### src/rtl/ram_line_bridge_if.sv
// Line-side and RAM-side signal bundle for ram_line_bridge.
// slave = bridge view, master = cache/RAM-model view.
interface ram_line_bridge_if #(
  parameter int unsigned ADDR_SIZE     = 13,
  parameter int unsigned RAM_WORD_SIZE = 16,
  parameter int unsigned LINE_WIDTH    = 64
);
  logic                     line_req;
  logic                     line_rnw;
  logic [ADDR_SIZE-1:0]     line_addr;
  logic [LINE_WIDTH-1:0]    line_wdata;
  logic                     line_ready;
  logic                     line_done;
  logic                     line_err;
  logic [LINE_WIDTH-1:0]    line_rdata;
  logic [ADDR_SIZE-1:0]     ram_addr;
  logic [RAM_WORD_SIZE-1:0] ram_wdata;
  logic                     ram_avalid;
  logic                     ram_rnw;
  logic [RAM_WORD_SIZE-1:0] ram_rdata;
  logic                     ram_rack;

  modport slave (
    input  line_req, line_rnw, line_addr, line_wdata, ram_rdata, ram_rack,
    output line_ready, line_done, line_err, line_rdata,
           ram_addr, ram_wdata, ram_avalid, ram_rnw
  );

  modport master (
    output line_req, line_rnw, line_addr, line_wdata, ram_rdata, ram_rack,
    input  line_ready, line_done, line_err, line_rdata,
           ram_addr, ram_wdata, ram_avalid, ram_rnw
  );
endinterface

### src/rtl/ram_line_bridge.sv
// ram_line_bridge: serialises one cache-line read/write into RAM-word beats.
// Optional read watchdog enabled by defining RAM_TIMEOUT_EN.
module ram_line_bridge #(
  parameter int unsigned ADDR_SIZE      = 13,
  parameter int unsigned RAM_WORD_SIZE  = 16,
  parameter int unsigned LINE_WIDTH     = 64,
  parameter int unsigned TIMEOUT_CYCLES = 64
) (
  input  logic              ram_clk,
  input  logic              ram_rst,
  ram_line_bridge_if.slave  bus
);
  localparam int unsigned BEATS = LINE_WIDTH / RAM_WORD_SIZE;
  localparam int unsigned CNT_W = (BEATS > 1) ? $clog2(BEATS) : 1;
  localparam int unsigned WD_W  = (TIMEOUT_CYCLES > 1) ? $clog2(TIMEOUT_CYCLES + 1) : 1;
  localparam logic [CNT_W-1:0] LAST_BEAT = CNT_W'(BEATS - 1);

  localparam logic [2:0] S_IDLE = 3'd0;
  localparam logic [2:0] S_CMD  = 3'd1;
  localparam logic [2:0] S_WR   = 3'd2;
  localparam logic [2:0] S_RD   = 3'd3;
  localparam logic [2:0] S_DONE = 3'd4;

  // Reject geometries the beat indexing cannot handle.
  if ((BEATS == 0) || ((LINE_WIDTH % RAM_WORD_SIZE) != 0) ||
      ((BEATS & (BEATS - 1)) != 0) || (TIMEOUT_CYCLES == 0)) begin : g_bad_cfg
    $error("ram_line_bridge: unsupported LINE_WIDTH/RAM_WORD_SIZE/TIMEOUT_CYCLES");
  end

  logic [2:0]               state_q, state_d;
  logic [CNT_W-1:0]         cnt_q, cnt_d;
  logic [ADDR_SIZE-1:0]     addr_q, addr_d;
  logic                     rnw_q, rnw_d;
  logic [LINE_WIDTH-1:0]    wdata_q, wdata_d;
  logic [LINE_WIDTH-1:0]    rd_buf_q, rd_buf_d;
  logic [LINE_WIDTH-1:0]    line_rdata_q, line_rdata_d;
  logic [RAM_WORD_SIZE-1:0] ram_wdata_q, ram_wdata_d;
  logic                     ram_avalid_q, ram_avalid_d;
  logic                     line_ready_q, line_ready_d;
  logic                     line_done_q, line_done_d;
  logic                     line_err_q, line_err_d;
  logic                     timed_out;
`ifdef RAM_TIMEOUT_EN
  logic [WD_W-1:0]          wdog_q, wdog_d;
`endif

  // Next-state, capture and registered-output computation.
  always_comb begin
    state_d      = state_q;
    cnt_d        = cnt_q;
    addr_d       = addr_q;
    rnw_d        = rnw_q;
    wdata_d      = wdata_q;
    rd_buf_d     = rd_buf_q;
    line_rdata_d = line_rdata_q;
    timed_out    = 1'b0;
`ifdef RAM_TIMEOUT_EN
    wdog_d       = wdog_q;
`endif

    case (state_q)
      S_IDLE: begin
        if (bus.line_req) begin
          addr_d  = bus.line_addr;
          rnw_d   = bus.line_rnw;
          wdata_d = bus.line_wdata;
          cnt_d   = '0;
          state_d = S_CMD;
        end
      end
      S_CMD: begin
        if (rnw_q) begin
          cnt_d   = '0;
          state_d = S_RD;
        end else begin
          cnt_d   = CNT_W'(1);
          state_d = S_WR;
        end
`ifdef RAM_TIMEOUT_EN
        wdog_d = '0;
`endif
      end
      S_WR: begin
        cnt_d = cnt_q + CNT_W'(1);
        if (cnt_q == LAST_BEAT) state_d = S_DONE;
      end
      S_RD: begin
        if (bus.ram_rack) begin
          rd_buf_d[int'(cnt_q)*RAM_WORD_SIZE +: RAM_WORD_SIZE] = bus.ram_rdata;
          cnt_d = cnt_q + CNT_W'(1);
          if (cnt_q == LAST_BEAT) begin
            line_rdata_d = rd_buf_d;
            state_d      = S_DONE;
          end
`ifdef RAM_TIMEOUT_EN
          wdog_d = '0;
        end else if (wdog_q == WD_W'(TIMEOUT_CYCLES - 1)) begin
          timed_out = 1'b1;
          cnt_d     = '0;
          state_d   = S_DONE;
        end else begin
          wdog_d = wdog_q + WD_W'(1);
`endif
        end
      end
      S_DONE:  state_d = S_IDLE;
      default: state_d = S_IDLE;
    endcase

    ram_avalid_d = (state_d == S_CMD);
    line_ready_d = (state_d == S_IDLE);
    line_done_d  = (state_d == S_DONE);
    line_err_d   = timed_out;
    if (((state_d == S_CMD) && !rnw_d) || (state_d == S_WR))
      ram_wdata_d = wdata_d[int'(cnt_d)*RAM_WORD_SIZE +: RAM_WORD_SIZE];
    else
      ram_wdata_d = '0;
  end

  // State and output registers; reset abandons any transfer in flight.
  always_ff @(posedge ram_clk or posedge ram_rst) begin
    if (ram_rst) begin
      state_q      <= S_IDLE;
      cnt_q        <= '0;
      addr_q       <= '0;
      rnw_q        <= 1'b0;
      wdata_q      <= '0;
      rd_buf_q     <= '0;
      line_rdata_q <= '0;
      ram_wdata_q  <= '0;
      ram_avalid_q <= 1'b0;
      line_ready_q <= 1'b1;
      line_done_q  <= 1'b0;
      line_err_q   <= 1'b0;
`ifdef RAM_TIMEOUT_EN
      wdog_q       <= '0;
`endif
    end else begin
      state_q      <= state_d;
      cnt_q        <= cnt_d;
      addr_q       <= addr_d;
      rnw_q        <= rnw_d;
      wdata_q      <= wdata_d;
      rd_buf_q     <= rd_buf_d;
      line_rdata_q <= line_rdata_d;
      ram_wdata_q  <= ram_wdata_d;
      ram_avalid_q <= ram_avalid_d;
      line_ready_q <= line_ready_d;
      line_done_q  <= line_done_d;
      line_err_q   <= line_err_d;
`ifdef RAM_TIMEOUT_EN
      wdog_q       <= wdog_d;
`endif
    end
  end

  assign bus.line_ready = line_ready_q;
  assign bus.line_done  = line_done_q;
  assign bus.line_err   = line_err_q;
  assign bus.line_rdata = line_rdata_q;
  assign bus.ram_addr   = addr_q;
  assign bus.ram_rnw    = rnw_q;
  assign bus.ram_wdata  = ram_wdata_q;
  assign bus.ram_avalid = ram_avalid_q;
endmodule

### src/flat_wrapper.sv
// flat-port wrapper written by rule: the top's interface ports become plain ports
module ram_line_bridge_flat 
#(
  parameter int unsigned ADDR_SIZE      = 13,
  parameter int unsigned RAM_WORD_SIZE  = 16,
  parameter int unsigned LINE_WIDTH     = 64,
  parameter int unsigned TIMEOUT_CYCLES = 64
)
  (ram_clk, ram_rst, bus_line_req, bus_line_rnw, bus_line_addr, bus_line_wdata, bus_ram_rdata, bus_ram_rack, bus_line_ready, bus_line_done, bus_line_err, bus_line_rdata, bus_ram_addr, bus_ram_wdata, bus_ram_avalid, bus_ram_rnw);
  ram_line_bridge_if #(.ADDR_SIZE(ADDR_SIZE), .RAM_WORD_SIZE(RAM_WORD_SIZE), .LINE_WIDTH(LINE_WIDTH)) bus_i ();
  input  logic ram_clk;
  input  logic ram_rst;
  input wire logic [$bits(bus_i.line_req)-1:0] bus_line_req;
  input wire logic [$bits(bus_i.line_rnw)-1:0] bus_line_rnw;
  input wire logic [$bits(bus_i.line_addr)-1:0] bus_line_addr;
  input wire logic [$bits(bus_i.line_wdata)-1:0] bus_line_wdata;
  input wire logic [$bits(bus_i.ram_rdata)-1:0] bus_ram_rdata;
  input wire logic [$bits(bus_i.ram_rack)-1:0] bus_ram_rack;
  output wire logic [$bits(bus_i.line_ready)-1:0] bus_line_ready;
  output wire logic [$bits(bus_i.line_done)-1:0] bus_line_done;
  output wire logic [$bits(bus_i.line_err)-1:0] bus_line_err;
  output wire logic [$bits(bus_i.line_rdata)-1:0] bus_line_rdata;
  output wire logic [$bits(bus_i.ram_addr)-1:0] bus_ram_addr;
  output wire logic [$bits(bus_i.ram_wdata)-1:0] bus_ram_wdata;
  output wire logic [$bits(bus_i.ram_avalid)-1:0] bus_ram_avalid;
  output wire logic [$bits(bus_i.ram_rnw)-1:0] bus_ram_rnw;
  assign bus_i.line_req = bus_line_req;
  assign bus_i.line_rnw = bus_line_rnw;
  assign bus_i.line_addr = bus_line_addr;
  assign bus_i.line_wdata = bus_line_wdata;
  assign bus_i.ram_rdata = bus_ram_rdata;
  assign bus_i.ram_rack = bus_ram_rack;
  assign bus_line_ready = bus_i.line_ready;
  assign bus_line_done = bus_i.line_done;
  assign bus_line_err = bus_i.line_err;
  assign bus_line_rdata = bus_i.line_rdata;
  assign bus_ram_addr = bus_i.ram_addr;
  assign bus_ram_wdata = bus_i.ram_wdata;
  assign bus_ram_avalid = bus_i.ram_avalid;
  assign bus_ram_rnw = bus_i.ram_rnw;
  ram_line_bridge #(.ADDR_SIZE(ADDR_SIZE), .RAM_WORD_SIZE(RAM_WORD_SIZE), .LINE_WIDTH(LINE_WIDTH), .TIMEOUT_CYCLES(TIMEOUT_CYCLES)) u_core (.ram_clk(ram_clk), .ram_rst(ram_rst), .bus(bus_i));
endmodule
### config.mk
export PLATFORM = sky130hd
export DESIGN_NAME = ram_line_bridge_flat
export DESIGN_NICKNAME = d
export VERILOG_FILES = /design/src/rtl/ram_line_bridge_if.sv /design/src/rtl/ram_line_bridge.sv /design/src/flat_wrapper.sv
export SDC_FILE = /design/constraint.sdc
export NUM_CORES = 1
export LEC_CHECK = 0
export ABC_CLOCK_PERIOD_IN_PS = 27800
export BUFFER_PORTS_ARGS = -buffer_cell sky130_fd_sc_hd__buf_4
export CAP_MARGIN = 20
export CORE_ASPECT_RATIO = 0.5
export CORE_MARGIN = 2
export CORE_UTILIZATION = 55
export DETAILED_ROUTE_END_ITERATION = 16
export GPL_ROUTABILITY_DRIVEN = 0
export GPL_TIMING_DRIVEN = 0
export PLACE_DENSITY = 0.87
export SYNTH_ARGS = -nofsm -noshare
export SYNTH_HDL_FRONTEND = slang
export SYNTH_SLANG_ARGS = --single-unit
### constraint.sdc
create_clock -name ram_clk -period 27.8 [get_ports ram_clk]
set_input_delay 8.34 -clock ram_clk [delete_from_list [all_inputs] [get_ports ram_clk]]
set_output_delay 8.34 -clock ram_clk [all_outputs]
set_load 0.01 [all_outputs]
==> impl_metrics.py, run 1 <==
metrics = {
    "timing": {
        "fin_setup_tns_ps": 0,
        "rsz0062_at_grt": "no",
        "timing.final.crit_share_pct": 34.65,
        "setup_viol": 0,
        "final-hold-violation-count": 0,
        "worst_slew_pin_slew_ps": 759.0,
        "period_needed_ps": 9632,
        "clock.fmax_mhz": 103.8,
        "holdWs_ps": 493.0,
        "max-slew-margin-rel_pct": 49.40,
        "finalClockSkew_ps": 23.37,
        "finalMaxSlewViolations": 0,
    },
    "grt": {
        "grt_pass1_vias": 7505,
        "grt-ovfl-total": 0,
        "grt_first_pass_wirelength_um": 39760,
        "grt_max_degree": 119,
        "antenna_found_initial": 0,
        "grt_util_all_layers_pct": 25.96,
    },
    "run": {
        "max-cap-violations": 0,
    },
    "power_and_ir_drop": {
        "cellPowerDensity_nw_per_um2": 119.5,
        "seq_power_share_pct": 37.8,
        "p_int_uw": 969.2,
        "ir_worst_vdd_uv": 74.57,
        "power_frac_comb_pct": 42.7,
        "swShare_pct": 33.51,
        "leakagePower_uw": 0.005817,
        "p_sw_uw": 488.4,
        "power_frac_clock_pct": 19.5,
    },
    "routing": {
        "drc": 0,
        "drt_pass1_iterations": 4,
        "wl_per_cell_um": 19.40,
        "first_iter_violations": 526,
        "via_per_inst": 5.675,
        "vias": 7145,
        "antenna_left": 0,
        "wl_um": 24430,
    },
    "logic_synthesis": {
        "synth_cells": 809,
        "syn_avg_cell_area_um2": 12.20,
        "synth.distinct_cells": 38,
        "netlist_area_um2": 9873,
        "ys_seq_area_share_pct": 58.31,
        "syn-num-nets": 913,
        "synth-seq-cells": 230,
        "yosys_warnings": 0,
    },
    "worst_hold_path": {
        "worst_hold_path_type": "flop to flop",
    },
    "setup_path": {
        "endpoint_kind": "flop",
        "slowest_stage": "a21oi_2",
        "path_max_fanout": 10,
        "cp_slowest_stage_delay_ps": 380,
        "crit_buf_inv": 2,
        "cp.required_ps": 28230,
        "crit_type": "input port to flop",
        "crit_path_start_kind": "input port",
        "cp_data_arrival_time_ps": 10060,
        "cp_top_family": "compound AO/OA/AOI/OAI gates",
        "crit_chain": "buf_4, nand2b_2, xnor2_1, a211o_1, a21oi_2, buf_2, a22o_1",
    },
    "clocking": {
        "cts_tree": "done",
        "numCtsBuffers": 21,
        "cts_resized": 0,
        "h-tree-depth": 1,
        "clock_sinks": 230,
        "cts_setup_buffers": 0,
        "ctsHoldBuffers": 0,
        "clk-insertion-delay-late_ps": 510,
        "root_buffer": "clkbuf_16",
        "clk_pin_slew_ps": 70,
        "cts_buffer_depth": 3,
    },
    "final_layout": {
        "syn2layout_area_growth_pct": 23.57,
        "n_fill_cell": 1201,
        "design_area_um2": 12200,
        "final_nets": 1115,
        "n_antenna_cell": 0,
        "drive_above_1_share_pct": 34.44,
    },
    "die": {
        "fp.coreArea_um2": 17480,
        "initial_core_util_pct": 56.47,
        "die_area_um2": 19100,
        "row_count": 34,
        "die_h_um": 98.74,
        "die_w_um": 193.5,
        "ios": 196,
    },
    "outcome": {
        "outcome": "finished, final reports clean",
    },
    "place": {
        "hpwl_um": 16950,
        "io_buffers": 178,
        "postPlaceCellArea_um2": 11540,
    },
}
logic make-up after synthesis:
| logic type | synth area share (%) |
|---|---|
| flops | 58.31 |
| compound gates | 14.64 |
| simple gates | 8.694 |
| mux | 13.13 |
| buf+inv | 4.347 |
| fa+ha+maj | 0.7603 |
| other cells | 0.03798 |
| xor+xnor | 0.08872 |
flip-flops by register name, indices dropped and copies added, names as in the netlist:
register               cells
u_core.bus.line_rdata     64
u_core.rd_buf_q           64
u_core.wdata_q            64
u_core.bus.ram_wdata      16
u_core.bus.ram_addr       13
u_core.state_q             3
u_core.cnt_q               2
u_core.bus.line_done       1
u_core.bus.line_ready      1
u_core.bus.ram_avalid      1
u_core.bus.ram_rnw         1
power by group through the flow:
stage	registers (uW)	clock network [uW]	logic, uW
floorplan	567	0	390
global placement	548	0	598
detailed placement	553	0	621
CTS	550	286	626
global route	567	300	673
finish	552	284	622
cells in the mapped netlist:
library cell	count	area, um2
a211o_1	1	8.760
a211oi_1	1	7.510
a211oi_4	1	20.02
a21oi_1	128	640.6
a21oi_2	1	8.760
a221oi_1	1	8.760
a22o_1	81	709.4
a2bb2oi_1	1	8.760
a2bb2oi_2	1	15.01
a31oi_1	2	12.51
and2_1	5	31.28
and3_1	5	31.28
buf_1	6	22.52
buf_2	25	125.1
buf_4	7	52.55
buf_6	10	112.6
clkbuf_1	25	93.84
conb_1	1	3.750
dfrtp_1	229	5731
dfstp_2	1	26.28
ha_1	6	75.07
inv_1	6	22.52
mux2_1	20	225.2
mux2_2	76	855.8
mux2_4	13	195.2
mux2i_1	2	20.02
nand2_1	10	37.54
nand2b_1	1	6.260
nand2b_2	1	8.760
nor2_1	68	255.2
nor2b_1	66	412.9
nor3_2	2	20.02
nor3b_1	1	7.510
nor4b_2	1	15.01
nor4b_4	1	23.77
o21ai_0	1	5.000
or2_4	1	8.760
xnor2_1	1	8.760
per-layer routing:
metal	vias to the layer above	share of wire [%]	track usage [%]
met5	-	0	0
met4	0	1.8	5.578
met3	31	8.3	7.871
met2	230	49	43.74
met1	3660	41	33.70
li1	3224	-	-
per-stage QoR:
step / instances / util, % / power [uW] / setup slack [ps]
2_1_floorplan: 809 / - / 957.2 / 13160
3_3_place_gp: 1221 / 65.79 / 1146 / 11010
3_5_place_dp: 1222 / 65.99 / 1174 / 17650
4_1_cts: 1259 / 69.78 / 1462 / 18160
5_1_grt: 1259 / 69.78 / 1540 / 18050
6_report: 1259 / 69.78 / 1458 / 18170
path summary, 6_finish.rpt:
path	start	cells after the start	to	slack, ps
min	u_core.rd_buf_q[54]$_DFFE_PP0P_	1	u_core.rd_buf_q[54]$_DFFE_PP0P_	490
max reg2reg	u_core.cnt_q[0]$_DFF_PP0_	9	u_core.rd_buf_q[2]$_DFFE_PP0P_	25130
max in group asynchronous	ram_rst	3	u_core.cnt_q[0]$_DFF_PP0_	18770
max	bus_ram_rack	7	u_core.bus.ram_wdata[5]$_DFF_PP0_	18170
min reg2reg	u_core.rd_buf_q[54]$_DFFE_PP0P_	1	u_core.rd_buf_q[54]$_DFFE_PP0P_	490
min in group asynchronous	ram_rst	2	u_core.bus.ram_addr[7]$_DFFE_PP0P_	7970
layout make-up:
class                   count  area, um2  area share [%]
flip-flops and latches    230       5757           47.18
multi-input cells         500       3687           30.22
repair buffers            179       1364           11.18
clock buffers              30      599.3           4.912
plain buffers              73      406.6           3.333
well taps                 234      292.8           2.400
clock inverters             7      63.81          0.5230
inverters                   6      30.03          0.2461
layout by cell type (no fill, tap or decap), drive strengths merged:
cell type,instances
dfrtp,229
buf,227
a21oi,129
mux2,109
a22o,81
nor2,68
nor2b,66
clkbuf,55
nand2,10
inv,7
ha,6
and3,5
and2,5
clkinv,5
nor3,2
mux2i,2
a31oi,2
nor4b,2
nand2b,2
a2bb2oi,2
a211oi,2
xnor2,1
a221oi,1
a211o,1
or2,1
o21ai,1
nor3b,1
conb,1
bufinv,1
dfstp,1
No activity file was read; power rests on OpenSTA's default activity.
==> run 2: changes to the inputs <==
ABC_CLOCK_PERIOD_IN_PS = 8060   (was 27800)
CORE_UTILIZATION = 50   (was 55)
PLACE_DENSITY = 0.83   (was 0.87)
clock period = 8.06 ns   (was 27.8 ns; I/O delays follow)
==> run 2 against run 1 <==
  * First-iteration DRC count fell by 29%
  * Count of clock-buffer cells in the layout is 1 lower
  * Setup slack got worse by 14000 ps
  * Final cell count increased by 3.2%
  * Total power grew to 3.6 times the previous value
  * Combinational power rose to 3.4 times the previous value
  * Cell area up 2.2%
  * Global-route usage is 3.1 points lower
  * Clock power grew to 4.0 times the previous value
==> impl_metrics.py, run 2 (synthesis results as in run 1) <==
metrics = {
    "outcome": {
        "outcome": "finished, final reports clean",
    },
    "power_and_ir_drop": {
        "swShare_pct": 32.60,
        "p_sw_uw": 1693,
        "power_frac_comb_pct": 41.3,
        "ir_worst_vdd_uv": 238.3,
        "p_int_uw": 3499,
        "cellPowerDensity_nw_per_um2": 416.3,
        "power_frac_clock_pct": 22.2,
        "fin_total_pwr_uw": 5192,
        "seq_power_share_pct": 36.5,
        "leakagePower_uw": 0.005918,
    },
    "timing": {
        "timing.final.crit_share_pct": 46.58,
        "clock.fmax_mhz": 266.4,
        "rsz0062_at_grt": "no",
        "period_needed_ps": 3754,
        "setup_viol": 0,
        "fin_setup_tns_ps": 0,
        "worst_slew_pin_slew_ps": 621.1,
        "max-slew-margin-rel_pct": 58.37,
        "finalClockSkew_ps": 12.89,
        "finalMaxSlewViolations": 0,
        "final-hold-violation-count": 0,
    },
    "place": {
        "io_buffers": 178,
        "hpwl_um": 17380,
        "postPlaceCellArea_um2": 11670,
    },
    "grt": {
        "grt_first_pass_wirelength_um": 37690,
        "grt-ovfl-total": 0,
        "antenna_found_initial": 0,
        "grt_pass1_vias": 7200,
        "grt_util_all_layers_pct": 22.90,
        "grt_max_degree": 41,
    },
    "final_layout": {
        "drive_above_1_share_pct": 35.04,
        "n_fill_cell": 1499,
        "n_antenna_cell": 0,
        "design_area_um2": 12470,
        "final_cell_mix": "dfrtp_1 (229), buf_4 (185), a21oi_1 (128), a22o_1 (81), mux2_2 (76)",
        "final_nets": 1121,
        "syn2layout_area_growth_pct": 26.33,
        "layout_commonest_cell": "dfrtp_1",
        "multi_input_area_um2": 3687,
        "seq_area_um2": 5757,
    },
    "routing": {
        "drc": 0,
        "via_per_inst": 5.396,
        "wl_per_cell_um": 18.71,
        "antenna_left": 0,
        "vias": 7009,
        "wl_um": 24300,
        "drt_pass1_iterations": 5,
        "first_iter_violations": 375,
    },
    "setup_path": {
        "endpoint_kind": "flop",
        "cp_data_arrival_time_ps": 4190,
        "cp.required_ps": 8500,
        "crit_type": "input port to flop",
        "path_max_fanout": 10,
        "crit_path_start_kind": "input port",
    },
    "clocking": {
        "h-tree-depth": 1,
        "numCtsBuffers": 22,
        "cts_buffer_depth": 3,
        "clock_sinks": 230,
        "clk_pin_slew_ps": 60,
        "root_buffer": "clkbuf_16",
        "cts_setup_buffers": 0,
        "clk-insertion-delay-late_ps": 510,
        "cts_resized": 0,
        "ctsHoldBuffers": 0,
        "cts_tree": "done",
    },
    "die": {
        "die_h_um": 103.4,
        "die_w_um": 202.7,
        "initial_core_util_pct": 50.86,
        "ios": 196,
        "fp.coreArea_um2": 19410,
        "die_area_um2": 20960,
        "row_count": 36,
    },
    "run": {
        "max-cap-violations": 0,
    },
    "worst_hold_path": {
        "worst_hold_path_type": "flop to flop",
    },
}
run 2: area by class of cell:
cell class | instances | area share, %
plain buffers | 73 | 3.260
well taps | 266 | 2.668
repair buffers | 184 | 11.68
inverters | 6 | 0.2107
clock inverters | 11 | 1.515
clock buffers | 29 | 4.955
flip-flops and latches | 230 | 46.15
multi-input cells | 500 | 29.56
run 2: power groups by stage:
stage	combinational, uW	sequential (uW)	clock (uW)
after floorplan	1340	1960	0
after global placement	2070	1890	0
after detailed placement	2140	1910	0
after CTS	2160	1900	1170
after global routing	2330	1950	1220
final	2140	1900	1150
run 2: final timing paths:
check,startpoint,to,slack (ps),cells past startpoint
worst min register to register,u_core.wdata_q[53]$_DFF_PP0_,u_core.wdata_q[53]$_DFF_PP0_,490,1
min in group asynchronous,ram_rst,u_core.state_q[1]$_DFF_PP0_,1980,2
max in group asynchronous,ram_rst,u_core.bus.line_rdata[30]$_DFFE_PP0P_,4790,6
worst min-delay path,u_core.wdata_q[53]$_DFF_PP0_,u_core.wdata_q[53]$_DFF_PP0_,490,1
worst max-delay path,bus_ram_rack,u_core.bus.ram_wdata[10]$_DFF_PP0_,4310,7
worst max register to register,u_core.cnt_q[0]$_DFF_PP0_,u_core.rd_buf_q[24]$_DFFE_PP0P_,5330,10
run 2: worst max-delay path: stages:
cell and delay (ps):
buf_4 120, nand2b_2 210, xnor2_1 160, a211o_1 330, a21oi_2 380, buf_2 370
a22o_1 180
run 2: per-layer routing:
metal / share of wire [%] / wire length [um] / GRT usage (%)
met1: 43 / 10550 / 30.43
met2: 48 / 11780 / 38.70
met3: 5.9 / 1423 / 5.013
met4: 2.2 / 546 / 6.513
met5: 0 / 0 / 0
run 2: stage by stage:
step | worst slack [ps] | hold slack, ps | std cells | utilization, %
floorplan | 2635 | 449.5 | 809 | -
global placement | 1482 | 461.1 | 1253 | 59.47
detailed placement | 3854 | 474.1 | 1259 | 60.09
CTS | 4361 | 487.9 | 1299 | 64.25
global route | 4214 | 506.1 | 1299 | 64.25
finish | 4306 | 489.0 | 1299 | 64.25
